<file path="src/rtl/conv_stream_pkg.sv">
// Shared types and arithmetic helpers for the convolution output stream blocks.
// Rounding is only applied where a block is built with CONV_RX_ROUND_EN.
package conv_stream_pkg;

  typedef enum logic [1:0] {
    IDLE = 2'd0,
    LINE = 2'd1,
    GAP  = 2'd2,
    DROP = 2'd3
  } rx_state_t;

  // Accumulator growth: product of kernel and data widths plus the bits needed to sum matrices.
  function automatic int accWidth(input int kernelW, input int dataW, input int matrixGrowthW);
    return kernelW + dataW + matrixGrowthW;
  endfunction

  function automatic logic [63:0] roundTerm(input int shift);
    if (shift > 0) return 64'd1 << (shift - 1);
    return 64'd0;
  endfunction

  function automatic logic [63:0] satUnsigned(input logic [63:0] val, input int outW);
    logic [63:0] maxVal;
    maxVal = (64'd1 << outW) - 64'd1;
    return (val > maxVal) ? maxVal : val;
  endfunction

endpackage

</file>
<file path="src/rtl/stream_requant.sv">
// Three-stage requantizer: register, add rounding term and shift, then saturate.
// Round-half-up is enabled by defining CONV_RX_ROUND_EN; otherwise the shift truncates.
module stream_requant
  import conv_stream_pkg::*;
#(
  parameter int IN_WIDTH   = 24,
  parameter int DATA_WIDTH = 8,
  parameter int SHIFT      = 8,
  parameter int SB_WIDTH   = 4
) (
  input  logic                  clk,
  input  logic                  reset_n,
  input  logic                  valid_i,
  input  logic [IN_WIDTH-1:0]   data_i,
  input  logic [SB_WIDTH-1:0]   sb_i,
  output logic                  valid_o,
  output logic [DATA_WIDTH-1:0] data_o,
  output logic [SB_WIDTH-1:0]   sb_o
);

`ifdef CONV_RX_ROUND_EN
  localparam logic [63:0] RoundTerm64 = roundTerm(SHIFT);
`else
  localparam logic [63:0] RoundTerm64 = 64'd0;
`endif
  localparam logic [IN_WIDTH:0] RoundTerm = RoundTerm64[IN_WIDTH:0];

  logic                  s1Valid_q, s2Valid_q;
  logic [IN_WIDTH-1:0]   s1Data_q;
  logic [IN_WIDTH:0]     s2Data_q, s2Data_d;
  logic [SB_WIDTH-1:0]   s1Sb_q, s2Sb_q;
  logic [DATA_WIDTH-1:0] s3Data_d;

  // The extra top bit keeps the rounding carry so saturation sees the true value.
  always_comb begin
    s2Data_d = ({1'b0, s1Data_q} + RoundTerm) >> SHIFT;
    s3Data_d = DATA_WIDTH'(satUnsigned(64'(s2Data_q), DATA_WIDTH));
  end

  always_ff @(posedge clk or negedge reset_n) begin
    if (!reset_n) begin
      s1Valid_q <= 1'b0;
      s1Data_q  <= '0;
      s1Sb_q    <= '0;
      s2Valid_q <= 1'b0;
      s2Data_q  <= '0;
      s2Sb_q    <= '0;
      valid_o   <= 1'b0;
      data_o    <= '0;
      sb_o      <= '0;
    end else begin
      s1Valid_q <= valid_i;
      s1Data_q  <= data_i;
      s1Sb_q    <= valid_i ? sb_i : '0;
      s2Valid_q <= s1Valid_q;
      s2Data_q  <= s2Data_d;
      s2Sb_q    <= s1Sb_q;
      valid_o   <= s2Valid_q;
      data_o    <= s3Data_d;
      sb_o      <= s2Sb_q;
    end
  end

endmodule

</file>
<file path="src/rtl/conv_stream_rx_quant.sv">
// Receive side of the convolution stream: framing checker/resync FSM feeding the requantizer.
// Rounding in the datapath is selected by defining CONV_RX_ROUND_EN.
module conv_stream_rx_quant
  import conv_stream_pkg::*;
#(
  parameter int IN_WIDTH    = 24,
  parameter int DATA_WIDTH  = 8,
  parameter int SHIFT       = 8,
  parameter int LINE_BEATS  = 224,
  parameter int FRAME_LINES = 224
) (
  input  logic                             clk,
  input  logic                             reset_n,
  input  logic                             valid_i,
  input  logic [IN_WIDTH-1:0]              data_i,
  input  logic                             sop_i,
  input  logic                             eop_i,
  input  logic                             sof_i,
  input  logic                             eof_i,
  output logic [DATA_WIDTH-1:0]            data_o,
  output logic                             data_valid_o,
  output logic                             sop_o,
  output logic                             eop_o,
  output logic                             sof_o,
  output logic                             eof_o,
  output logic [$clog2(FRAME_LINES+1)-1:0] line_cnt_o,
  output logic                             err_o
);

  localparam int BeatW = $clog2(LINE_BEATS + 1);
  localparam int LineW = $clog2(FRAME_LINES + 1);
  localparam logic [BeatW-1:0] beatsPerLine  = BeatW'(LINE_BEATS);
  localparam logic [LineW-1:0] linesPerFrame = LineW'(FRAME_LINES);

  rx_state_t        state_q, state_d;
  logic [BeatW-1:0] beat_q, beat_d, curBeat, newBeat;
  logic [LineW-1:0] line_q, line_d, curLine;
  logic [LineW-1:0] lineCnt_q, lineCnt_d;
  logic             err_q, errDet, accept, doEval, lastLineHit;
  logic [3:0]       sbOut;

  // A start beat (from IDLE/DROP or GAP) is checked with the same rules as a mid-line
  // beat, just with a zero beat count, so sop&eop on a one-beat line needs no special case.
  always_comb begin
    state_d     = state_q;
    beat_d      = beat_q;
    line_d      = line_q;
    accept      = 1'b0;
    errDet      = 1'b0;
    doEval      = 1'b0;
    curBeat     = '0;
    curLine     = '0;
    newBeat     = '0;
    lastLineHit = 1'b0;
    if (valid_i) begin
      case (state_q)
        IDLE, DROP: begin
          if (sop_i && sof_i) doEval = 1'b1;
          else state_d = DROP;
        end
        LINE: begin
          if (sop_i || sof_i) errDet = 1'b1;
          else begin
            doEval  = 1'b1;
            curBeat = beat_q;
            curLine = line_q;
          end
        end
        GAP: begin
          if (!sop_i || sof_i) errDet = 1'b1;
          else begin
            doEval  = 1'b1;
            curLine = line_q;
          end
        end
        default: state_d = DROP;
      endcase
      if (doEval) begin
        newBeat     = curBeat + BeatW'(1);
        lastLineHit = (curLine + LineW'(1)) == linesPerFrame;
        if (eop_i) begin
          if (newBeat != beatsPerLine || eof_i != lastLineHit) errDet = 1'b1;
          else if (eof_i) begin
            state_d = IDLE;
            beat_d  = '0;
            line_d  = '0;
            accept  = 1'b1;
          end else begin
            state_d = GAP;
            beat_d  = '0;
            line_d  = curLine + LineW'(1);
            accept  = 1'b1;
          end
        end else if (eof_i || newBeat == beatsPerLine) begin
          errDet = 1'b1;
        end else begin
          state_d = LINE;
          beat_d  = newBeat;
          line_d  = curLine;
          accept  = 1'b1;
        end
      end
      if (errDet) begin
        state_d = DROP;
        beat_d  = '0;
        line_d  = '0;
        accept  = 1'b0;
      end
    end
  end

  // The output line index follows the beats leaving the pipeline, not the FSM.
  always_comb begin
    lineCnt_d = lineCnt_q;
    if (data_valid_o) begin
      if (sof_o) lineCnt_d = '0;
      if (eop_o) lineCnt_d = eof_o ? '0 : ((sof_o ? '0 : lineCnt_q) + LineW'(1));
    end
  end

  always_ff @(posedge clk or negedge reset_n) begin
    if (!reset_n) begin
      state_q   <= IDLE;
      beat_q    <= '0;
      line_q    <= '0;
      lineCnt_q <= '0;
      err_q     <= 1'b0;
    end else begin
      state_q   <= state_d;
      beat_q    <= beat_d;
      line_q    <= line_d;
      lineCnt_q <= lineCnt_d;
      err_q     <= errDet;
    end
  end

  stream_requant #(
    .IN_WIDTH  (IN_WIDTH),
    .DATA_WIDTH(DATA_WIDTH),
    .SHIFT     (SHIFT),
    .SB_WIDTH  (4)
  ) u_requant (
    .clk    (clk),
    .reset_n(reset_n),
    .valid_i(accept),
    .data_i (data_i),
    .sb_i   ({sop_i, eop_i, sof_i, eof_i}),
    .valid_o(data_valid_o),
    .data_o (data_o),
    .sb_o   (sbOut)
  );

  assign sop_o      = sbOut[3];
  assign eop_o      = sbOut[2];
  assign sof_o      = sbOut[1];
  assign eof_o      = sbOut[0];
  assign line_cnt_o = lineCnt_q;
  assign err_o      = err_q;

endmodule

</file>
<file path="config.mk">
export PLATFORM = sky130hd
export DESIGN_NAME = conv_stream_rx_quant
export DESIGN_NICKNAME = d
export VERILOG_FILES = /design/src/rtl/conv_stream_pkg.sv /design/src/rtl/stream_requant.sv /design/src/rtl/conv_stream_rx_quant.sv
export SDC_FILE = /design/constraint.sdc
export NUM_CORES = 1
export LEC_CHECK = 0
export CORE_MARGIN = 10
export CORE_UTILIZATION = 48
export DETAILED_ROUTE_END_ITERATION = 12
export MAX_ROUTING_LAYER = met4
export PLACE_DENSITY_LB_ADDON = 0.25
export SYNTH_ARGS = -nofsm -noshare
export SYNTH_HDL_FRONTEND = slang
export SYNTH_SLANG_ARGS = --single-unit
export TNS_END_PERCENT = 30
</file>
<file path="constraint.sdc">
create_clock -name clk -period 2.79 [get_ports clk]
set_input_delay 0.279 -clock clk [delete_from_list [all_inputs] [get_ports clk]]
set_output_delay 0.279 -clock clk [all_outputs]
set_load 0.005 [all_outputs]
</file>
==> results.toml, run 1 <==
[worst_setup_path]
arrival_ns = 3.02
crit_buf_inv = 1
crit_family = "simple AND/OR/NAND/NOR gates"
critPathKind = "flip-flop to flip-flop"
timing.rr.end = "u_requant.s1Sb_q[3]"
crit_path_end_kind = "flip-flop"
path_cells = "buf_6 > ha_4 > mux2i_4 > nor3_4 > and2_4 > ha_4 > nand2_4 > nor3_4 > o2111ai_2 > or3_4 > a31o_4 > and3_1"
rrSetupSlack_ns = 0.02
startpoint = "state_q[1]"
cp.depth = 12
r2r_start = "state_q[1]"
cpMaxStageDelayCell = "dfrtp_1"
critPathMaxFanout = 8
ff2ff_path_depth = 12
critPathMaxStageDelay_ns = 0.43
crit_required_ns = 3.04
setup.worst_path.start_class = "flip-flop"
endpoint = "u_requant.s1Sb_q[3]"

[grt]
grt_start_max_net_pins = 83
grt_pass1_vias = 2512
gr-total-overflow = 0
antenna_found_initial = 0
grtUsageTotal_pct = 14.1
grt_pass1_wl_um = 12400

[die]
coreArea_sq_mm = 0.00718
fp.dieW_um = 105
die-area_sq_mm = 0.0111
rows = 31
start_util_pct = 48.9
io_pins = 53
die_y_um = 105

[synth]
async_reset_ff_share_pct = 100
synth_edf_count = 0
synth.distinct_cells = 58
synth-simple-area-share_pct = 19.1
syn_area_sq_mm = 0.00351
synth_mux_area_share_pct = 2.21
yosys.area_share.xor_xnor_pct = 1.25
synth.area.top_cells = "dfrtp_1, nand2_1, nand3_1"
yosys_warnings = 0
ys_seq_elements = 82
synthAdderAreaFrac_pct = 1.78
syn_inst = 297
synth_compound_area_share_pct = 14.5
synth.avg_cell_area_sq_um = 11.8
syn_nets = 333
synth_ff_type = "dfrtp_1"
synthDominantCellAreaShare_pct = 58.5
synth_top_family_by_area = "simple AND/OR/NAND/NOR gates"
yosysTopAreaCell = "dfrtp_1"
yosysSeqAreaShare_pct = 58.5

[placement]
place.gp.congestion = 0.837
dp.cells = 450
dpl.hpwl_um = 5050
portBuffers = 44
postPlaceCellArea_sq_mm = 0.00415

[timing]
period_share_pct = 99.3
tightest_slew_ns = 0.980
rsz0062_at_grt = "yes"
final_hold_viol_count = 0
finalCriticalPeriod_ns = 2.77
slew_viol_final = 0
max_slew_margin_pct = 34.6
clock_skew_ns = 0.00666
hold_ws_ns = 0.0774
final-setup-viol-count = 0
fmax_ghz = 0.361

[clocking]
root_buffer = "clkbuf_8"
clkSlewWorstSetupHoldPaths_ns = 0.09
clock_latency_ns = 0.35
clock_path_buffers = 2
cts_tree = "built"
cts_made_buffers = 9
clock-sinks = 82
htreeDepth = 3

[routing]
wl_per_cell_um = 15.3
drt-total-wl_um = 7210
vias_per_cell = 5.41
num_vias = 2547
dr.pass1.iters = 4
drcViolationCount = 0
drt-initial-drc-count = 124
ant_nets = 0

[run_status]
status = "finished, final reports clean"

[cells_and_area]
drive_gt1_share_pct = 22.6
diodes = 0
nets = 403
area_growth_pct = 28.9
final_cell_count_no_fill = 471
design_area_sq_mm = 0.00452

[worst_hold_path]
hold_path.class = "input port to asynchronous set/reset pin"

[pwr]
powerDensity_mw_per_mm2 = 501
ir_drop_v = 0.000258
swShare_pct = 24.3
power_frac_seq_pct = 54.7
p_int_mw = 1.71
combinationalPowerShare_pct = 6.4
power.net_switching_mw = 0.549
cellLeakagePower_nw = 1.96
clkPwrFrac_pct = 38.9

[run]
maxCapViolations = 0
==> logic make-up after synthesis <==
group                      after synthesis
DFF                                     82
adders and majority gates                5
muxes                                    7
AOI/OAI and AO/OA                       69
buffers and inverters                   19
and+or+nand+nor                        110
xor gates and xnor gates                 5
==> registers in the layout, indices dropped and copies added (netlist names) <==
register	count
line_q	8
u_requant.s2Valid_q	1
u_requant.valid_o	1
u_requant.s1Data_q	16
err_o	1
u_requant.data_o	8
u_requant.s2Sb_q	4
u_requant.s1Sb_q	4
u_requant.s2Data_q	16
state_q	2
u_requant.s1Valid_q	1
line_cnt_o	8
beat_q	8
u_requant.sb_o	4
==> power groups by stage <==
stage	logic, mW	clock network (mW)	registers, mW
after global routing	0.161	0.965	1.24
after CTS	0.141	0.908	1.24
after detailed placement	0.138	0	1.26
after global placement	0.137	0	1.26
after floorplan	0.0572	0	1.26
final	0.145	0.881	1.24
==> timing repair <==
action | in CTS | in global routing
gates cloned | 0 | 0
hold buffers | 0 | 0
setup endpoints to repair | 8 | 14
pin swaps | 4 | 10
setup buffers | 2 | 3
resized for setup | 8 | 16
==> metal layers <==
metal,vias up,global-route usage [%],wire length (um)
li1,1218,-,-
met1,1240,16.7,3180
met2,78,22.0,3490
met3,11,4.02,434
met4,0,5.98,112
met5,-,-,0
==> layout make-up <==
cell class | count | area [sq um]
inverters | 11 | 41.3
fillers | 574 | 2660
well taps | 99 | 124
clock inverters | 7 | 81.3
flip-flops and latches | 82 | 2050
clock buffers | 9 | 124
repair buffers | 67 | 614
multi-input cells | 196 | 1480
==> placed cells by master (no fill, tap or decap), types with 8 or more instances in the layout <==
master / instances
dfrtp_1: 82
clkdlybuf4s50_1: 43
nand2_1: 23
buf_4: 23
nand3_1: 17
o21ai_0: 16
or2_2: 10
nor2_1: 9
and3_1: 9
clkbuf_8: 9
inv_1: 8
==> synthesized netlist by cell type, drive strengths merged (4+ instances only) <==
| library cell | count |
|---|---|
| nand3 | 17 |
| a32o | 4 |
| o31ai | 4 |
| buf | 4 |
| mux2i | 4 |
| ha | 5 |
| or2 | 10 |
| a22o | 5 |
| xnor2 | 4 |
| nand2 | 25 |
| o22ai | 4 |
| nor2 | 10 |
| or3 | 4 |
| o21ai | 17 |
| dfrtp | 82 |
| a21oi | 7 |
| a31oi | 4 |
| and3 | 10 |
| a31o | 5 |
| clkbuf | 4 |
| nor3 | 6 |
| and2 | 8 |
| inv | 11 |
==> how the worst min path moves through the flow <==
| stage | to | slack [ns] | cells after the start |
|---|---|---|---|
| after floorplan | beat_q[0] | -0.02 | 0 |
| after global placement | u_requant.s2Data_q[13] | 0.33 | 0 |
| after detailed placement | u_requant.s2Data_q[3] | 0.33 | 0 |
| after CTS | u_requant.data_o[5] | 0.11 | 1 |
| after global routing | u_requant.s1Data_q[9] | 0.16 | 1 |
| final | u_requant.s1Data_q[9] | 0.08 | 1 |
==> metrics by stage <==
stage / setup slack, ns / util [%] / setup TNS [ns] / total power, mW
finish: 0.0189 / 63.0 / 0 / 2.26
global route: -0.111 / 63.0 / -0.799 / 2.37
CTS: 0.000755 / 61.5 / 0 / 2.29
detailed placement: -0.157 / 57.9 / -1.33 / 1.40
global placement: -0.0826 / 57.9 / -0.480 / 1.40
floorplan: 0.0555 / - / 0 / 1.31
Note: power is estimated with default switching activity, not from simulation.
==> inputs of run 2 (changes only) <==
--- a/config.mk
+++ b/config.mk
@@ -5,8 +5,10 @@
 export SDC_FILE = /design/constraint.sdc
 export NUM_CORES = 1
 export LEC_CHECK = 0
+export CELL_PAD_IN_SITES_DETAIL_PLACEMENT = 1
+export CELL_PAD_IN_SITES_GLOBAL_PLACEMENT = 1
 export CORE_MARGIN = 10
-export CORE_UTILIZATION = 48
+export CORE_UTILIZATION = 39
 export DETAILED_ROUTE_END_ITERATION = 12
 export MAX_ROUTING_LAYER = met4
 export PLACE_DENSITY_LB_ADDON = 0.25
==> run 2 against run 1 <==
  * Worst hold slack gained 0.016 ns
  * Clock skew is 0.0054 ns higher
  * Sequential share of layout area fell by 0.15 points
  * Critical path depth is the same
  * The flow now finishes with violations (negative setup slack)
  * Highest routed layer unchanged
  * Sequential cell count stayed put
==> results.toml, run 2 (same netlist as run 1, synthesis figures left out) <==
[run_status]
status = "complete, but fails checks"
violations = "negative setup slack"

[routing]
drt-total-wl_um = 8310
drcViolationCount = 0
drt-initial-drc-count = 115
num_vias = 2580
dr.pass1.iters = 4
vias_per_cell = 5.31
wl_per_cell_um = 17.1
ant_nets = 0

[die]
start_util_pct = 40.2
die-area_sq_mm = 0.0132
fp.dieW_um = 115
die_y_um = 115
io_pins = 53
coreArea_sq_mm = 0.00872
rows = 34

[worst_hold_path]
hold_path.class = "input port to asynchronous set/reset pin"

[worst_setup_path]
setup.worst_path.start_class = "flip-flop"
crit_path_end_kind = "flip-flop"
critPathMaxFanout = 8
path_cells = "inv_2 > ha_2 > mux2i_2 > nor3_4 > nand2_1 > inv_1 > ha_2 > and3_1 > o2111ai_2 > or3_4 > a31o_4 > a22o_1"
cpMaxStageDelayCell = "dfrtp_1"
critPathKind = "flip-flop to flip-flop"
r2r_start = "state_q[1]"
crit_required_ns = 3.03
crit_buf_inv = 2
worst_path_most_repeated_cell = "ha_2"
critPathMaxStageDelay_ns = 0.41
crit_family = "simple AND/OR/NAND/NOR gates"
arrival_ns = 3.04
startpoint = "state_q[1]"

[cells_and_area]
final_cell_count_no_fill = 486
reg_top3 = "u_requant.s1Data_q: 16 flops, u_requant.s2Data_q: 16 flops"
diodes = 0
final_cell_mix = "dfrtp_1, clkdlybuf4s50_1, buf_4"
fill_cells = 929
final_common_cell = "dfrtp_1"
area_growth_pct = 29.3
nets = 409
drive_gt1_share_pct = 23.3

[clocking]
clock_path_buffers = 2
root_buffer = "clkbuf_8"
clock_latency_ns = 0.35
cts_made_buffers = 9
cts_tree = "built"
clkSlewWorstSetupHoldPaths_ns = 0.09
htreeDepth = 3
hold_buffers = 0
clock-sinks = 82

[timing]
worst_slack_ns = -0.0106
slew_viol_final = 0
period_share_pct = 100
fmax_ghz = 0.357
max_slew_margin_pct = 33.3
final-setup-viol-count = 2
clock_skew_ns = 0.0121
final_hold_viol_count = 0
rsz0062_at_grt = "yes"
finalCriticalPeriod_ns = 2.80
tightest_slew_ns = 1.00

[pwr]
power_mw = 2.24
ir_drop_v = 0.000202
powerDensity_mw_per_mm2 = 493
cellLeakagePower_nw = 1.98

[run]
maxCapViolations = 0

[grt]
gr-total-overflow = 0
grt_pass1_wl_um = 13600
grtUsageTotal_pct = 13.2
antenna_found_initial = 0
grt_pass1_vias = 2719
grt_start_max_net_pins = 83

[placement]
dp.cells = 466
portBuffers = 44
dpl.hpwl_um = 6020
place.gp.congestion = 0.767
dp_slack_ns = -0.243
## run 2: cell types whose count changed in the layout (fill, tap and decap cells not counted), moves of 2 or more
cell	previous run	this run
ha_4	3	1
ha_2	0	2
buf_4	23	30
inv_8	1	3
## run 2: area by class of cell
type                            count  area (sq um)  share of cell area (%)
Timing Repair Buffer               73           656                    14.5
Multi-Input combinational cell    196          1450                    32.0
Sequential cell                    82          2050                    45.3
Tap cell                          108           135                    2.98
Inverter                           11          41.3                   0.911
Clock inverter                      7          76.3                    1.68
Clock buffer                        9           124                    2.73
## run 2: power breakdown
| part | total (mW) | internal [mW] | leakage, nW | switching, mW |
|---|---|---|---|---|
| Clock | 0.850 | 0.359 | 0.103 | 0.491 |
| Combinational | 0.150 | 0.0663 | 0.862 | 0.0837 |
| Sequential | 1.24 | 1.22 | 1.02 | 0.0172 |
## run 2: final timing paths
kind | cells after the start | endpoint | slack [ns]
worst max-delay path | 12 | line_q[0] | -0.01
worst min register to register | 0 | u_requant.s2Sb_q[2] | 0.35
max in group asynchronous | 1 | u_requant.s2Data_q[7] | 2.05
worst min-delay path | 1 | u_requant.s2Data_q[3] | 0.09
worst max register to register | 12 | line_q[0] | -0.01
min in group clk | 0 | u_requant.s2Sb_q[2] | 0.35
## run 2: timing repair
item	in CTS	in global routing
resized for setup	10	9
setup buffers	2	2
pin swaps	3	3
endpoints found under the setup margin	14	19
## run 2: routing by layer
metal,up-vias,global-route usage (%),share of wire [%]
li1,1238,-,-
met1,1289,16.2,46
met2,42,21.1,48
met3,11,3.28,4.0
met4,0,3.80,1.4
met5,-,-,0
## run 2: metrics by stage
stage	instance area, sq um	hold slack, ns	utilization [%]	TNS, ns
detailed placement	4220	0.336	48.4	-2.78
floorplan	3510	-0.0166	-	0
global placement	4220	0.332	48.4	-1.14
global route	4530	0.151	52.0	-1.08
finish	4530	0.0932	52.0	-0.0171
CTS	4490	0.120	51.5	0
